`config.mk`:
```
export PLATFORM = sky130hd
export DESIGN_NAME = eeprom_bank_ctrl
export DESIGN_NICKNAME = d
export VERILOG_FILES = /design/src/rtl/eeprom_bank_ctrl.sv
export SDC_FILE = /design/constraint.sdc
export NUM_CORES = 1
export LEC_CHECK = 0
export ABC_AREA = 1
export CAP_MARGIN = 0
export CORE_AREA = 4 4 122 124
export CTS_CLUSTER_DIAMETER = 40
export CTS_CLUSTER_SIZE = 40
export DETAILED_ROUTE_END_ITERATION = 7
export DIE_AREA = 0 0 126 128
export PLACE_DENSITY_LB_ADDON = 0.2
export SYNTH_ARGS = -nofsm -noshare
export SYNTH_HDL_FRONTEND = slang
export SYNTH_SLANG_ARGS = --single-unit
```
`constraint.sdc`:
```
create_clock -name clk -period 4.1 [get_ports clk]
set_input_delay 0.82 -clock clk [delete_from_list [all_inputs] [get_ports clk]]
set_output_delay 0.82 -clock clk [all_outputs]
set_load 0.005 [all_outputs]
```
`src/rtl/eeprom_bank_ctrl.sv`:
```
// eeprom_bank_ctrl: serialised sequencer for a bank of four 8Kx8 EEPROMs.
// Define EEPROM_DATA_POLL_EN to end writes by bit-7 data polling.
module eeprom_bank_ctrl #(
   parameter int ADDR_W   = 13,
   parameter int RD_WAIT  = 4,
   parameter int WR_SETUP = 1,
   parameter int WR_PULSE = 3,
   parameter int WR_HOLD  = 1,
   parameter int WR_CYCLE = 10000
) (
   input  logic              clk,
   input  logic              rst_n,
   input  logic              req_valid,
   output logic              req_ready,
   input  logic              req_we,
   input  logic [ADDR_W-1:0] req_addr,
   input  logic [31:0]       req_wdata,
   output logic              rsp_valid,
   output logic [31:0]       rsp_rdata,
   output logic              busy,
   output logic [ADDR_W-1:0] ee_a,
   output logic [31:0]       ee_io_o,
   input  logic [31:0]       ee_io_i,
   output logic              ee_io_oe,
   output logic              ee_ce_n,
   output logic              ee_oe_n,
   output logic              ee_we_n
);

   // Counters hold (cycles - 1); a zero parameter behaves like 1.
   localparam logic [31:0] LD_RD = (RD_WAIT  > 1) ? 32'(RD_WAIT  - 1) : 32'd0;
   localparam logic [31:0] LD_SU = (WR_SETUP > 1) ? 32'(WR_SETUP - 1) : 32'd0;
   localparam logic [31:0] LD_PL = (WR_PULSE > 1) ? 32'(WR_PULSE - 1) : 32'd0;
   localparam logic [31:0] LD_HD = (WR_HOLD  > 1) ? 32'(WR_HOLD  - 1) : 32'd0;
   localparam logic [31:0] LD_CY = (WR_CYCLE > 1) ? 32'(WR_CYCLE - 1) : 32'd0;

   typedef enum logic [2:0] {
      S_IDLE,
      S_RD_ACC,
      S_RD_END,
      S_WR_SU,
      S_WR_PL,
      S_WR_HD,
`ifdef EEPROM_DATA_POLL_EN
      S_WR_POLL
`else
      S_WR_WT
`endif
   } state_t;

   state_t            state_q, state_d;
   logic [31:0]       cnt_q, cnt_d;
   logic [ADDR_W-1:0] addr_q;
   logic [31:0]       wdata_q;
   logic [31:0]       rdata_q;
   logic              alive_q;
   logic              accept;
   logic              rd_last;

`ifdef EEPROM_DATA_POLL_EN
   logic [31:0] pcnt_q, pcnt_d;
   logic        gap_q, gap_d;
   logic        poll_hit;

   assign poll_hit = ({ee_io_i[31], ee_io_i[23], ee_io_i[15], ee_io_i[7]} ==
                      {wdata_q[31], wdata_q[23], wdata_q[15], wdata_q[7]});
`endif

   assign accept    = (state_q == S_IDLE) && alive_q && req_valid;
   assign rd_last   = (state_q == S_RD_ACC) && (cnt_q == '0);
   assign ee_a      = addr_q;
   assign ee_io_o   = wdata_q;
   assign rsp_rdata = rdata_q;

   // State and phase counters.
   always_ff @(posedge clk or negedge rst_n) begin
      if (!rst_n) begin
         state_q <= S_IDLE;
         cnt_q   <= '0;
`ifdef EEPROM_DATA_POLL_EN
         pcnt_q  <= '0;
         gap_q   <= 1'b0;
`endif
      end else begin
         state_q <= state_d;
         cnt_q   <= cnt_d;
`ifdef EEPROM_DATA_POLL_EN
         pcnt_q  <= pcnt_d;
         gap_q   <= gap_d;
`endif
      end
   end

   // Request capture, read data sample and post-reset ready enable.
   always_ff @(posedge clk or negedge rst_n) begin
      if (!rst_n) begin
         addr_q  <= '0;
         wdata_q <= '0;
         rdata_q <= '0;
         alive_q <= 1'b0;
      end else begin
         alive_q <= 1'b1;
         if (accept) begin
            addr_q  <= req_addr;
            wdata_q <= req_wdata;
         end
         if (rd_last) rdata_q <= ee_io_i;
      end
   end

   // Next state, counter reloads and pin decode.
   always_comb begin
      state_d   = state_q;
      cnt_d     = cnt_q;
`ifdef EEPROM_DATA_POLL_EN
      pcnt_d    = pcnt_q;
      gap_d     = gap_q;
`endif
      req_ready = 1'b0;
      rsp_valid = 1'b0;
      busy      = 1'b1;
      ee_io_oe  = 1'b0;
      ee_ce_n   = 1'b1;
      ee_oe_n   = 1'b1;
      ee_we_n   = 1'b1;
      case (state_q)
         S_IDLE: begin
            busy      = 1'b0;
            req_ready = alive_q;
            if (accept) begin
               state_d = req_we ? S_WR_SU : S_RD_ACC;
               cnt_d   = req_we ? LD_SU : LD_RD;
            end
         end
         S_RD_ACC: begin
            ee_ce_n = 1'b0;
            ee_oe_n = 1'b0;
            if (cnt_q == '0) state_d = S_RD_END;
            else cnt_d = cnt_q - 32'd1;
         end
         S_RD_END: begin
            rsp_valid = 1'b1;
            state_d   = S_IDLE;
         end
         S_WR_SU: begin
            ee_ce_n  = 1'b0;
            ee_io_oe = 1'b1;
            if (cnt_q == '0) begin
               state_d = S_WR_PL;
               cnt_d   = LD_PL;
            end else cnt_d = cnt_q - 32'd1;
         end
         S_WR_PL: begin
            ee_ce_n  = 1'b0;
            ee_io_oe = 1'b1;
            ee_we_n  = 1'b0;
            if (cnt_q == '0) begin
               state_d = S_WR_HD;
               cnt_d   = LD_HD;
            end else cnt_d = cnt_q - 32'd1;
         end
         S_WR_HD: begin
            ee_ce_n  = 1'b0;
            ee_io_oe = 1'b1;
            if (cnt_q == '0) begin
               cnt_d   = LD_CY;
`ifdef EEPROM_DATA_POLL_EN
               state_d = S_WR_POLL;
               pcnt_d  = LD_RD;
               gap_d   = 1'b0;
`else
               state_d = S_WR_WT;
`endif
            end else cnt_d = cnt_q - 32'd1;
         end
`ifdef EEPROM_DATA_POLL_EN
         S_WR_POLL: begin
            ee_ce_n = gap_q;
            ee_oe_n = gap_q;
            cnt_d   = cnt_q - 32'd1;
            if (gap_q) begin
               gap_d  = 1'b0;
               pcnt_d = LD_RD;
            end else if (pcnt_q == '0) begin
               gap_d  = 1'b1;
            end else pcnt_d = pcnt_q - 32'd1;
            if (cnt_q == '0) state_d = S_IDLE;
            else if (!gap_q && pcnt_q == '0 && poll_hit) state_d = S_IDLE;
         end
`else
         S_WR_WT: begin
            if (cnt_q == '0) state_d = S_IDLE;
            else cnt_d = cnt_q - 32'd1;
         end
`endif
         default: state_d = S_IDLE;
      endcase
   end

endmodule

```
Word level (Yosys, flattened, before mapping)
Index checks and enable logic that the tools add are counted.
{"block": "classes", "n_addsub": 1, "n_eq_ne": 13, "n_mux": 22, "n_reduce_logical": 11}
{"op": "$mux W32", "n": 5}
{"op": "$pmux W32 S5", "n": 1}
{"op": "$logic_not A32 Y1", "n": 1}
{"op": "$sub A32 B1 Y32 const B", "n": 1}
{"op": "$mux W3", "n": 6}
{"op": "$pmux W3 S6", "n": 1}
{"op": "$ne A2 B2 Y1 const B", "n": 6}
{"op": "$eq A3 B3 Y1 const B", "n": 3}
{"op": "$mux W1", "n": 7}
{"op": "$eq A3 B2 Y1 const B", "n": 2}
{"op": "$reduce_and A6 Y1", "n": 1}
{"op": "$reduce_bool A5 Y1", "n": 1}
{"op": "$mux W2", "n": 2}
{"op": "$reduce_or A4 Y1", "n": 1}
{"op": "$eq A3 B1 Y1 const B", "n": 1}
{"op": "$logic_and A1 B1 Y1", "n": 3}
{"op": "$logic_not A3 Y1", "n": 1}
{"op": "$reduce_and A3 Y1", "n": 1}
{"op": "$reduce_or A3 Y1", "n": 1}
{"op": "$ne A2 B1 Y1 const B", "n": 1}
{"op": "$reduce_or A2 Y1", "n": 1}
{"block": "word_totals", "ff_bits": 113, "inputBits": 81, "out_inout_bits": 84, "wordCells": 53}

Logic depth before layout (Yosys ltp)
{"block": "depth", "depth_word": 5, "ltp_mapped": 14}

Worst setup path before layout
No wires, ideal clock.
{"block": "synth_path", "path_kind": "register to output", "start": "register state_q[0]", "end": "output port ee_io_oe", "t_arrival_ps": 988, "required_time_ps": 3280, "path_slack_ps": 2292, "path_stages_with_launch": 7, "path_cell_list": "dfrtp_1 > buf_4 > nor2_4 > inv_1 > nor2_2 > nor2_2 > inv_1"}
{"block": "synth_between", "elab_chain_cells": 3}
{"item": "from (decl)", "line": "51", "source": "state_t state_q, state_d;"}
{"item": "from (signal assigned)", "line": "85", "source": "state_q <= state_d;"}
{"item": "$eq A3 B3 Y1 / $eq A3 B2 Y1 (equally long branches)", "line": "126", "source": "case (state_q)"}
{"item": "$reduce_or A3 Y1 (no source line) *"}
{"item": "$mux W1 *", "line": "126"}
{"item": "to (decl)", "line": "24", "source": "output logic ee_io_oe,"}
Every way passes the cells marked *; elsewhere a longest branch is shown, timed or not.

Final worst setup path
Same ends and word-level chain as after synthesis.

==> out/metrics.cfg <==
[outcome]
outcome = finished, final reports clean

[yosys]
ys_ff_latch = 113
synth_fp_nets = 726
synth.distinct_cells = 35
muxShareOfSynthArea = 0.0662
yosysWarnings = 0
synth_flop_cell = dfrtp_1
synth_area_per_cell_sq_um = 8.46
async_flop_share = 1.00
synth_top_family_by_area = simple AND/OR/NAND/NOR gates
syn_inst = 643
yosys.area_share.simple = 0.291
synth_edf_count = 0
synthAdderAreaFrac = 0.00460
ys_top_cells_by_area = dfrtp_1, nand2_1, nor2_1
synthesis.area_sq_mm = 0.00544
synth-xor-area-share = 0.0193
netlist.area_leader.share = 0.520
yosysSeqAreaShare = 0.520
synth_compound_area_frac = 0.0432
synth_largest_area_cell = dfrtp_1

[timing]
finalHoldViolCount = 0
period_needed_ns = 2.90
setup_viol = 0
skew_ns = 0.00689
fmax_ghz = 0.345
rsz0062_at_grt = no
hold_ws_ns = 0.477
drv_slew = 0
relSlewSlack = 0.463
finalSetupTns_ns = 0
max_slew.worst_pin.slew_ns = 0.805
finalCritPeriodShare = 0.708

[worst_setup_path]
critPathMaxFanout = 8
cp_slowest_cell = clkdlybuf4s50_1
cp_slowest_stage_delay_ns = 0.51
r2r_setup_slack_ns = 1.72
arrival_ns = 2.08
worstPathRequired_ns = 3.28
path_cells = nor2_4, inv_1, nor2_2, nor2_2, inv_1, clkdlybuf4s50_1
critPathLaunchType = flip-flop
cp-end-kind = output pin
crit_type = reg -> out

[hold_path]
min_path_type = reg -> reg

[floorplanning]
io_pins = 165
core_region_area_sq_mm = 0.0138
die_area_sq_mm = 0.0161
die_h_microns = 128
die_w_microns = 126
row_count = 43
initial_core_util = 0.395

[clocking]
clk_pin_slew_ns = 0.05
hold_buffers = 0
clk_latency_ns = 0.41
cts_buffer_depth = 2
cts_tree = yes
cts_root_buffer = clkbuf_16
post-cts-setup-buffers = 0
clock_sinks = 113
postCtsResizedCells = 0
cts_made_buffers = 17
cts_max_level = 4

[placed_design]
port_buffers = 164
place.gp.congestion = 0.871
post-dp-hpwl_mm = 10.9

[pwr]
ir_worst_vdd_mv = 0.226
pwr-share-clk = 0.539
leakage_nw = 3.67
p_seq_frac = 0.408
p_sw_w = 0.000549
powerDensity_mw_per_mm2 = 357
combPwrFrac = 0.053
p_sw_frac = 0.196
internal_power_w = 0.00225
total_power_w = 0.00280

[detailed_routing]
vias_per_cell = 4.78
drt_iter0_drc = 288
totalWireLength_mm = 14.8
firstDrtPassIters = 4
post-route-drc-count = 0
via_count = 4795
wl_per_cell_microns = 14.7
postRouteAntennaNets = 0

[cells_and_area]
layout-drive-gt1-share = 0.0911
nFillCells = 1272
final-seq-area_sq_mm = 0.00283
area_growth_pct = 43.9
final_util = 0.568
n_antenna_cell = 0
nNetsFinal = 894
multiInputGateArea_sq_mm = 0.00231

[global_route]
grt_pass1_vias = 5093
grt_first_pass_wirelength_mm = 24.9
grt_overflow = 0
grt_max_degree = 63
track_usage = 0.192
antenna_found_initial = 0

[job]
cap_violations = 0

## per-stage QoR
step                worst slack (ns)  area [sq um]  std cells
global route                    1.04          7830       1003
CTS                             1.16          7830       1003
finish                          1.20          7830       1003
floorplan                       2.29          5440        643
global placement                1.48          7210        972
detailed placement              1.45          7210        972
## placed cells by master (no fill, tap or decap), drive strengths merged
cell type,count
a21oi,10
and2,2
buf,4
bufinv,3
clkbuf,22
clkdlybuf4s50,163
clkinv,5
clkinvlp,1
conb,1
dfrtp,113
ha,2
inv,50
mux2,32
nand2,230
nand3,33
nand3b,1
nand4,7
nor2,86
nor3,10
nor3b,1
nor4,1
o211ai,2
o21a,1
o21ai,25
o21bai,2
o22ai,3
or2,1
xor2,12
## state kept, by name, indices dropped and copies added (netlist names)
| name | flops |
|---|---|
| alive_q | 1 |
| cnt_q | 32 |
| ee_a | 13 |
| ee_io_o | 32 |
| rsp_rdata | 32 |
| state_q | 3 |
## cell usage after synthesis, types with 7 or more instances
cell,n
o21ai_0,19
nor2_1,71
inv_1,42
dfrtp_1,113
buf_2,9
mux2_1,22
inv_2,8
a21oi_1,10
nor3_1,10
xor2_1,12
mux2_2,10
nor2_2,9
nand3_1,30
nand4_1,7
nand2_1,227
## final cells by class
| type | count | share of cell area |
|---|---|---|
| Inverter | 50 | 0.0240 |
| Timing Repair Buffer | 167 | 0.212 |
| Multi-Input combinational cell | 462 | 0.295 |
| Sequential cell | 113 | 0.361 |
| Clock inverter | 9 | 0.0166 |
| Tap cell | 180 | 0.0288 |
| Clock buffer | 22 | 0.0619 |
## power groups by stage
stage          clock network (W)  registers [W]  logic (W)
3_3_place_gp                   0        0.00116   0.000149
6_report                 0.00151        0.00114   0.000148
5_1_grt                  0.00160        0.00114   0.000161
2_1_floorplan                  0        0.00116  0.0000122
3_5_place_dp                   0        0.00116   0.000151
4_1_cts                  0.00155        0.00114   0.000152
## logic make-up (layout without fill, tap and decap cells)
logic type | after synthesis | in the layout
and+or+nand+nor | 372 | 372
DFF | 113 | 113
buffers and inverters | 68 | 248
AOI/OAI and AO/OA | 43 | 43
muxes | 32 | 32
xor gates and xnor gates | 12 | 12
adders and majority gates | 2 | 2
other | 1 | 1
## final timing paths
path,from,to,depth (start not counted)
max reg2reg,state_q[0],cnt_q[20],10
min reg2reg,ee_io_o[17],ee_io_o[17],2
min,ee_io_o[17],ee_io_o[17],2
min in group asynchronous,rst_n,ee_io_o[30],1
max,state_q[0],ee_io_oe,6
max in group asynchronous,rst_n,ee_io_o[10],2
## critical path: cells and delay by family (launching register included)
family,cells,cell delay [ns]
and+or+nand+nor,3,0.51
buffers and inverters,3,0.69
DFF,1,0.47
## routing by layer
layer | global-route usage | part of all wire | routed length [microns]
met1 | 0.230 | 0.42 | 6220
met2 | 0.316 | 0.48 | 7080
met3 | 0.0642 | 0.075 | 1110
met4 | 0.0833 | 0.023 | 341
met5 | 0 | 0 | 0
(Power assumes the default switching activity.)
